## src/rtl/command_decoder.sv

```systemverilog
`default_nettype none
// ============================================================================
// Module      : command_decoder
// Description : Host byte-stream decoder sitting in front of the cursor block.
//               Decodes printable characters, C0 controls (CR, BS, TAB, LF)
//               and VT52 escape sequences. It emits character-buffer writes,
//               new cursor positions and scroll requests. The current cursor
//               position is fed back from the cursor block.
//               Build option: define CMD_DIRECT_ADDR_EN to support direct
//               cursor addressing (ESC Y row col). When it is not defined,
//               ESC Y is treated as an unknown escape.
// Revision    : 1.0 - initial release
// ============================================================================
module command_decoder #(
  parameter int ROW_BITS = 5,
  parameter int COL_BITS = 7,
  parameter int ROWS     = 24,
  parameter int COLS     = 80
) (
  input  logic                clk,
  input  logic                reset,
  input  logic [7:0]          data,
  input  logic                valid,
  output logic                ready,
  input  logic [COL_BITS-1:0] cursor_x,
  input  logic [ROW_BITS-1:0] cursor_y,
  output logic [COL_BITS-1:0] new_cursor_x,
  output logic [ROW_BITS-1:0] new_cursor_y,
  output logic                new_cursor_wen,
  output logic [7:0]          buf_char,
  output logic [COL_BITS-1:0] buf_x,
  output logic [ROW_BITS-1:0] buf_y,
  output logic                buf_wen,
  output logic                scroll_req
);

  // Coordinate limits, held one bit wider than the coordinates so that
  // increments can be compared before they are clamped.
  localparam logic [COL_BITS:0] c_col_max = (COL_BITS+1)'(COLS-1);
  localparam logic [ROW_BITS:0] c_row_max = (ROW_BITS+1)'(ROWS-1);
  localparam logic [COL_BITS:0] c_x_one   = (COL_BITS+1)'(1);
  localparam logic [ROW_BITS:0] c_y_one   = (ROW_BITS+1)'(1);
  localparam logic [COL_BITS:0] c_tab_low = (COL_BITS+1)'(7);
  localparam logic [COL_BITS:0] c_x_zero  = '0;
  localparam logic [ROW_BITS:0] c_y_zero  = '0;

  // Byte codes
  localparam logic [7:0] c_sp   = 8'h20;
  localparam logic [7:0] c_tilde = 8'h7E;
  localparam logic [7:0] c_bs   = 8'h08;
  localparam logic [7:0] c_tab  = 8'h09;
  localparam logic [7:0] c_lf   = 8'h0A;
  localparam logic [7:0] c_cr   = 8'h0D;
  localparam logic [7:0] c_esc  = 8'h1B;
  localparam logic [7:0] c_up   = 8'h41;  // 'A'
  localparam logic [7:0] c_down = 8'h42;  // 'B'
  localparam logic [7:0] c_rght = 8'h43;  // 'C'
  localparam logic [7:0] c_left = 8'h44;  // 'D'
  localparam logic [7:0] c_home = 8'h48;  // 'H'

  typedef enum logic [1:0] {
    ST_IDLE  = 2'd0,
    ST_ESC   = 2'd1
`ifdef CMD_DIRECT_ADDR_EN
    ,
    ST_Y_ROW = 2'd2,
    ST_Y_COL = 2'd3
`endif
  } state_t;

  // Saturate a widened column value to the last visible column.
  function automatic logic [COL_BITS-1:0] clamp_x(input logic [COL_BITS:0] v);
    clamp_x = (v > c_col_max) ? c_col_max[COL_BITS-1:0] : v[COL_BITS-1:0];
  endfunction

  // Saturate a widened row value to the last visible row.
  function automatic logic [ROW_BITS-1:0] clamp_y(input logic [ROW_BITS:0] v);
    clamp_y = (v > c_row_max) ? c_row_max[ROW_BITS-1:0] : v[ROW_BITS-1:0];
  endfunction

  // Registered state and outputs
  state_t              r_state;
  logic                r_ready;
  logic [COL_BITS-1:0] r_new_x;
  logic [ROW_BITS-1:0] r_new_y;
  logic                r_new_wen;
  logic [7:0]          r_buf_char;
  logic [COL_BITS-1:0] r_buf_x;
  logic [ROW_BITS-1:0] r_buf_y;
  logic                r_buf_wen;
  logic                r_scroll;

  // Next-state values
  state_t              w_state_nxt;
  logic                w_ready_nxt;
  logic [COL_BITS-1:0] w_new_x_nxt;
  logic [ROW_BITS-1:0] w_new_y_nxt;
  logic                w_new_wen_nxt;
  logic [7:0]          w_buf_char_nxt;
  logic [COL_BITS-1:0] w_buf_x_nxt;
  logic [ROW_BITS-1:0] w_buf_y_nxt;
  logic                w_buf_wen_nxt;
  logic                w_scroll_nxt;

  // Widened cursor arithmetic
  logic                w_accept;
  logic [COL_BITS:0]   w_x_w;
  logic [ROW_BITS:0]   w_y_w;
  logic [COL_BITS:0]   w_x_inc;
  logic [COL_BITS:0]   w_x_dec;
  logic [COL_BITS:0]   w_x_tab;
  logic [ROW_BITS:0]   w_y_inc;
  logic [ROW_BITS:0]   w_y_dec;
  logic [COL_BITS-1:0] w_x_cur;
  logic [ROW_BITS-1:0] w_y_cur;

  assign w_accept = valid & r_ready;
  assign w_x_w    = {1'b0, cursor_x};
  assign w_y_w    = {1'b0, cursor_y};
  assign w_x_inc  = w_x_w + c_x_one;
  assign w_y_inc  = w_y_w + c_y_one;
  assign w_x_dec  = (w_x_w == c_x_zero) ? c_x_zero : (w_x_w - c_x_one);
  assign w_y_dec  = (w_y_w == c_y_zero) ? c_y_zero : (w_y_w - c_y_one);
  assign w_x_tab  = (w_x_w | c_tab_low) + c_x_one;
  // The unchanged coordinate of a move is still clamped so that an
  // out-of-range feedback value can never leak onto the outputs.
  assign w_x_cur  = clamp_x(w_x_w);
  assign w_y_cur  = clamp_y(w_y_w);

`ifdef CMD_DIRECT_ADDR_EN
  // Row byte of an ESC Y sequence, held until the column byte arrives.
  logic [7:0] r_row_byte;
  logic [7:0] w_row_byte_nxt;
  logic [7:0] w_row_off;
  logic [7:0] w_col_off;
  logic       w_row_ok;
  logic       w_col_ok;

  assign w_row_off = r_row_byte - c_sp;
  assign w_col_off = data - c_sp;
  assign w_row_ok  = (r_row_byte >= c_sp) && (w_row_off < 8'(ROWS));
  assign w_col_ok  = (data >= c_sp) && (w_col_off < 8'(COLS));

  // Row byte latch, cleared by reset so a partial sequence is discarded.
  always_ff @(posedge clk or negedge reset) begin
    if (!reset) begin
      r_row_byte <= '0;
    end else begin
      r_row_byte <= w_row_byte_nxt;
    end
  end
`endif

  // State and output registers
  always_ff @(posedge clk or negedge reset) begin
    if (!reset) begin
      r_state    <= ST_IDLE;
      r_ready    <= 1'b1;
      r_new_x    <= '0;
      r_new_y    <= '0;
      r_new_wen  <= 1'b0;
      r_buf_char <= '0;
      r_buf_x    <= '0;
      r_buf_y    <= '0;
      r_buf_wen  <= 1'b0;
      r_scroll   <= 1'b0;
    end else begin
      r_state    <= w_state_nxt;
      r_ready    <= w_ready_nxt;
      r_new_x    <= w_new_x_nxt;
      r_new_y    <= w_new_y_nxt;
      r_new_wen  <= w_new_wen_nxt;
      r_buf_char <= w_buf_char_nxt;
      r_buf_x    <= w_buf_x_nxt;
      r_buf_y    <= w_buf_y_nxt;
      r_buf_wen  <= w_buf_wen_nxt;
      r_scroll   <= w_scroll_nxt;
    end
  end

  // Decode of the accepted byte: next state and next output values
  always_comb begin
    w_state_nxt    = r_state;
    // A byte taken this cycle blocks the next one for a cycle so the
    // cursor block can reflect the update before the next decode.
    w_ready_nxt    = ~w_accept;
    w_new_x_nxt    = r_new_x;
    w_new_y_nxt    = r_new_y;
    w_new_wen_nxt  = 1'b0;
    w_buf_char_nxt = r_buf_char;
    w_buf_x_nxt    = r_buf_x;
    w_buf_y_nxt    = r_buf_y;
    w_buf_wen_nxt  = 1'b0;
    w_scroll_nxt   = 1'b0;
`ifdef CMD_DIRECT_ADDR_EN
    w_row_byte_nxt = r_row_byte;
`endif

    if (w_accept) begin
      case (r_state)
        ST_IDLE: begin
          if ((data >= c_sp) && (data <= c_tilde)) begin
            // Printable: write at the cursor, then advance without wrap
            w_buf_wen_nxt  = 1'b1;
            w_buf_char_nxt = data;
            w_buf_x_nxt    = w_x_cur;
            w_buf_y_nxt    = w_y_cur;
            w_new_wen_nxt  = 1'b1;
            w_new_x_nxt    = clamp_x(w_x_inc);
            w_new_y_nxt    = w_y_cur;
          end else begin
            case (data)
              c_cr: begin
                w_new_wen_nxt = 1'b1;
                w_new_x_nxt   = '0;
                w_new_y_nxt   = w_y_cur;
              end
              c_bs: begin
                w_new_wen_nxt = 1'b1;
                w_new_x_nxt   = clamp_x(w_x_dec);
                w_new_y_nxt   = w_y_cur;
              end
              c_tab: begin
                w_new_wen_nxt = 1'b1;
                w_new_x_nxt   = clamp_x(w_x_tab);
                w_new_y_nxt   = w_y_cur;
              end
              c_lf: begin
                // On the bottom row the screen scrolls instead of the cursor
                w_new_wen_nxt = 1'b1;
                w_new_x_nxt   = w_x_cur;
                if (w_y_w < c_row_max) begin
                  w_new_y_nxt = clamp_y(w_y_inc);
                end else begin
                  w_new_y_nxt  = w_y_cur;
                  w_scroll_nxt = 1'b1;
                end
              end
              c_esc: begin
                w_state_nxt = ST_ESC;
              end
              default: begin
              end
            endcase
          end
        end

        ST_ESC: begin
          w_state_nxt = ST_IDLE;
          case (data)
            c_up: begin
              w_new_wen_nxt = 1'b1;
              w_new_x_nxt   = w_x_cur;
              w_new_y_nxt   = clamp_y(w_y_dec);
            end
            c_down: begin
              w_new_wen_nxt = 1'b1;
              w_new_x_nxt   = w_x_cur;
              w_new_y_nxt   = clamp_y(w_y_inc);
            end
            c_rght: begin
              w_new_wen_nxt = 1'b1;
              w_new_x_nxt   = clamp_x(w_x_inc);
              w_new_y_nxt   = w_y_cur;
            end
            c_left: begin
              w_new_wen_nxt = 1'b1;
              w_new_x_nxt   = clamp_x(w_x_dec);
              w_new_y_nxt   = w_y_cur;
            end
            c_home: begin
              w_new_wen_nxt = 1'b1;
              w_new_x_nxt   = '0;
              w_new_y_nxt   = '0;
            end
`ifdef CMD_DIRECT_ADDR_EN
            8'h59: begin  // 'Y'
              w_state_nxt = ST_Y_ROW;
            end
`endif
            default: begin
            end
          endcase
        end

`ifdef CMD_DIRECT_ADDR_EN
        ST_Y_ROW: begin
          w_row_byte_nxt = data;
          w_state_nxt    = ST_Y_COL;
        end

        ST_Y_COL: begin
          // Out-of-range row keeps the row; out-of-range column pins right
          w_state_nxt   = ST_IDLE;
          w_new_wen_nxt = 1'b1;
          w_new_y_nxt   = w_row_ok ? w_row_off[ROW_BITS-1:0] : w_y_cur;
          w_new_x_nxt   = w_col_ok ? w_col_off[COL_BITS-1:0] : c_col_max[COL_BITS-1:0];
        end
`endif

        default: begin
          w_state_nxt = ST_IDLE;
        end
      endcase
    end
  end

  assign ready          = r_ready;
  assign new_cursor_x   = r_new_x;
  assign new_cursor_y   = r_new_y;
  assign new_cursor_wen = r_new_wen;
  assign buf_char       = r_buf_char;
  assign buf_x          = r_buf_x;
  assign buf_y          = r_buf_y;
  assign buf_wen        = r_buf_wen;
  assign scroll_req     = r_scroll;

endmodule
`default_nettype wire

```

## config.mk

```make
export PLATFORM = sky130hd
export DESIGN_NAME = command_decoder
export DESIGN_NICKNAME = d
export VERILOG_FILES = /design/src/rtl/command_decoder.sv
export SDC_FILE = /design/constraint.sdc
export NUM_CORES = 1
export LEC_CHECK = 0
export BUFFER_PORTS_ARGS = -buffer_cell sky130_fd_sc_hd__buf_4
export CORE_ASPECT_RATIO = 0.7
export CORE_MARGIN = 4
export CORE_UTILIZATION = 51
export DETAILED_ROUTE_END_ITERATION = 16
export GPL_TIMING_DRIVEN = 1
export PLACE_DENSITY = 0.76
export SLEW_MARGIN = 30
export SYNTH_ARGS = -nofsm -noshare
export SYNTH_HDL_FRONTEND = slang
export SYNTH_SLANG_ARGS = --single-unit
```

## constraint.sdc

```tcl
create_clock -name clk -period 1.85 [get_ports clk]
set_clock_uncertainty 0.05 [all_clocks]
set_input_delay 0.0925 -clock clk [delete_from_list [all_inputs] [get_ports clk]]
set_output_delay 0.0925 -clock clk [all_outputs]
set_load 0.01 [all_outputs]
```

==> results.md <==
- Die Ht: 72.7 um
- Top delay family on crit path: buffers and inverters
- Crit path cell chain: inv_2 > o311a_1 > buf_4 > nand3_2 > o211ai_4 > buf_12 > clkbuf_16 > nor2_1 > a31oi_1
- Critical path's largest stage delay: 0.47 ns
- CTS sink cnt: 37
- Antenna cells: 0
- RSZ-0062 raised after global routing: yes
- Routed vias: 3504
- CP arrival: 1.98 ns
- Achievable Freq: 552 MHz
- Fin nets: 525
- Leading cell type in the layout, fill and taps excluded: buf_4
- Share of layout cells above drive strength 1: 32.7%
- Post-route ant nets: 0
- Post-synth EDFFs: 0
- Worst skew pair latency: 0.30 ns
- Final wirelength: 9810 um
- Critical Path Fanout Max: 8
- Ports: 59
- Crit-path slowest cell: dfrtp_2
- CTS max path bufs: 2
- Root Buffer: clkbuf_8
- Least-Margin Pin Slew: 0.498 ns
- Leakage power: 1.85 nW
- Critical path buffers and inverters: 4
- CTS Buf Count: 5
- Pre-antenna DRT Iters: 8
- Worst setup EP type: register
- Die W: 100 um
- Design Area, Final: 0.00417 mm2
- Area of the multi-input gates: 0.00197 mm2
- Drt first-iter violations: 484
- Yosys top cell area share: 29.5%
- Mapped Area: 0.00305 mm2
- Gr usage total: 27.0%
- Most frequent cells in the layout: buf_4 (118), nor2_1 (44), o21ai_0 (36)
- Initial Utilization: 53.0%
- Final setup violation count: 0
- Row count: 23
- Fill count: 471
- Synth cell types: 68
- Average wire per standard cell: 17.2 um
- FF+latch count, synth: 37
- Max-Cap Viols: 0
- CTS tree: done
- Buffers on Ports: 58
- Pin count of the biggest net entering global routing: 38
- Slew Viols, Final: 0
- WP data required: 2.02 ns
- Yosys warns: 0
- Hold WC Path Type: primary input to register
- Fin crit period: 1.81 ns
- Slew margin rel.: 66.6%
- Vias in the first global route: 3199
- Initial antenna violation count: 0
- Top_reg_cell synth: dfrtp_1
- Die area: 0.00731 mm2
- Core area: 0.00576 mm2
- Status: completed
- Final period utilization: 97.8%
- Hold Vio Cnt, Final: 0
- DP HPWL: 7370 um
- CP Class: register to register
- Async set-reset flop share out of synthesis: 100%
- Synth Net Count: 421
- Leading area contributor after synthesis: dfrtp_1
- Worst vdd ir: 0.398 mV
- Finished Core Util: 72.5%
- Sequential Area: 928 um2
- RD Place Congestion: 0.961
- Power per cell area: 666 mW/mm2
- Area Growth Syn to Fin: 36.7%
- First-pass GRT wire length: 15700 um
- Syn avg cell area: 7.82 um2
- GR Overflow Total: 0
- Sequential element share of the synthesized area: 30.4%
- Tot Pwr: 2.78 mW
- Synth top area cells: dfrtp_1 (30%), o21ai_0 (5.9%), nor2_1 (5.4%)
- Startpoint Class: register
- Synth Instances: 390
- DR vias/cell: 6.15
- Placed Area: 0.00390 mm2
- # DRC: 0
- CTS H-Tree Depth: 2
- Worst-path clk slew: 0.08 ns
final cells by class:
cell class | count | area share, %
Multi-Input combinational cell | 309 | 47.2
Timing Repair Buffer | 124 | 23.9
Sequential cell | 37 | 22.3
Tap cell | 75 | 2.25
Clock buffer | 6 | 1.98
Inverter | 17 | 1.53
Clock inverter | 2 | 0.900
cell families (layout without fill, tap and decap cells):
family	Yosys count	after routing	share of synthesized area, %
flip-flops	37	37	30.4
adder cells (fa/ha/maj)	8	8	3.28
AND/OR/NAND/NOR	152	152	24.9
multiplexers	11	11	3.94
buffers and inverters	44	149	6.15
AO/OA/AOI/OAI	130	130	29.0
XOR/XNOR	8	8	2.30
timing repair:
item	CTS	global route
resized for setup	1	7
pin swaps	0	4
endpoints found under the hold margin	37	0
endpoints found under the setup margin	1	30
buffers inserted	0	5
cloned	0	2
hold buffers	2	0
per-stage QoR:
stage               setup WS, ns  hold WS (ns)  TNS (ns)  instances
floorplan                -0.0142        -0.253   -0.0142        390
global placement         -0.0862        0.0310    -0.757        553
detailed placement        -0.139        0.0392     -1.22        553
CTS                       0.0121       0.00470         0        563
global route             -0.0248       0.00418   -0.0791        570
finish                    0.0400       0.00229         0        570
final timing paths:
kind                            slack, ns  cells after the start              end  startpoint
worst max-delay path                 0.04                      9  new_cursor_y[0]  r_state[0]
worst min-delay path                0.002                      2      buf_char[5]     data[5]
worst max register to register       0.04                      9  new_cursor_y[0]  r_state[0]
worst min register to register       0.44                      2         buf_y[1]    buf_y[1]
max in group asynchronous            1.14                      2       r_state[0]       reset
min in group asynchronous            0.25                      2         buf_x[4]       reset
Yosys cell counts (3+ instances only):
cell       n
nor2_1    44
dfrtp_1   36
o21ai_0   36
nand2_1   35
a21oi_1   24
inv_1     16
clkbuf_1  15
nand2b_1  13
nand3_1   13
nor3_1    12
a31oi_1    9
o221ai_1   9
ha_1       8
mux2_2     8
a211oi_1   6
buf_2      6
nor4_1     6
and2_1     5
o21a_1     4
o221a_2    4
o22ai_1    4
xnor2_1    4
xor2_1     4
a31oi_2    3
buf_1      3
mux2i_1    3
nand3b_1   3
nor2b_1    3
o31ai_1    3
worst reg2reg max path, cell delays in order (launching register included):
cell       delay, ns
dfrtp_2         0.47
inv_2           0.10
o311a_1         0.21
buf_4           0.13
nand3_2         0.17
o211ai_4        0.14
buf_12          0.15
clkbuf_16       0.14
nor2_1          0.04
a31oi_1         0.14
state kept, by name, indices dropped and copies added (netlist names):
name	count
new_cursor_y	5
ready	1
buf_x	7
new_cursor_x	7
buf_wen	1
scroll_req	1
buf_char	8
r_state	1
new_cursor_wen	1
buf_y	5
layer usage:
layer  up-vias  track usage [%]  wire (um)
li1       1645                -          -
met1      1610             41.0       4530
met2       232             38.5       4100
met3        17             6.30       1090
met4         0             6.73         94
met5         -                0          0
power breakdown:
part	leakage, nW	switching (mW)	internal, mW	total (mW)
sequential	0.448	0.0886	0.955	1.04
clock	0.0574	0.315	0.438	0.753
combinational	1.34	0.498	0.481	0.979
total	1.85	0.902	1.87	2.78
Power figures use the tool's default switching activity.
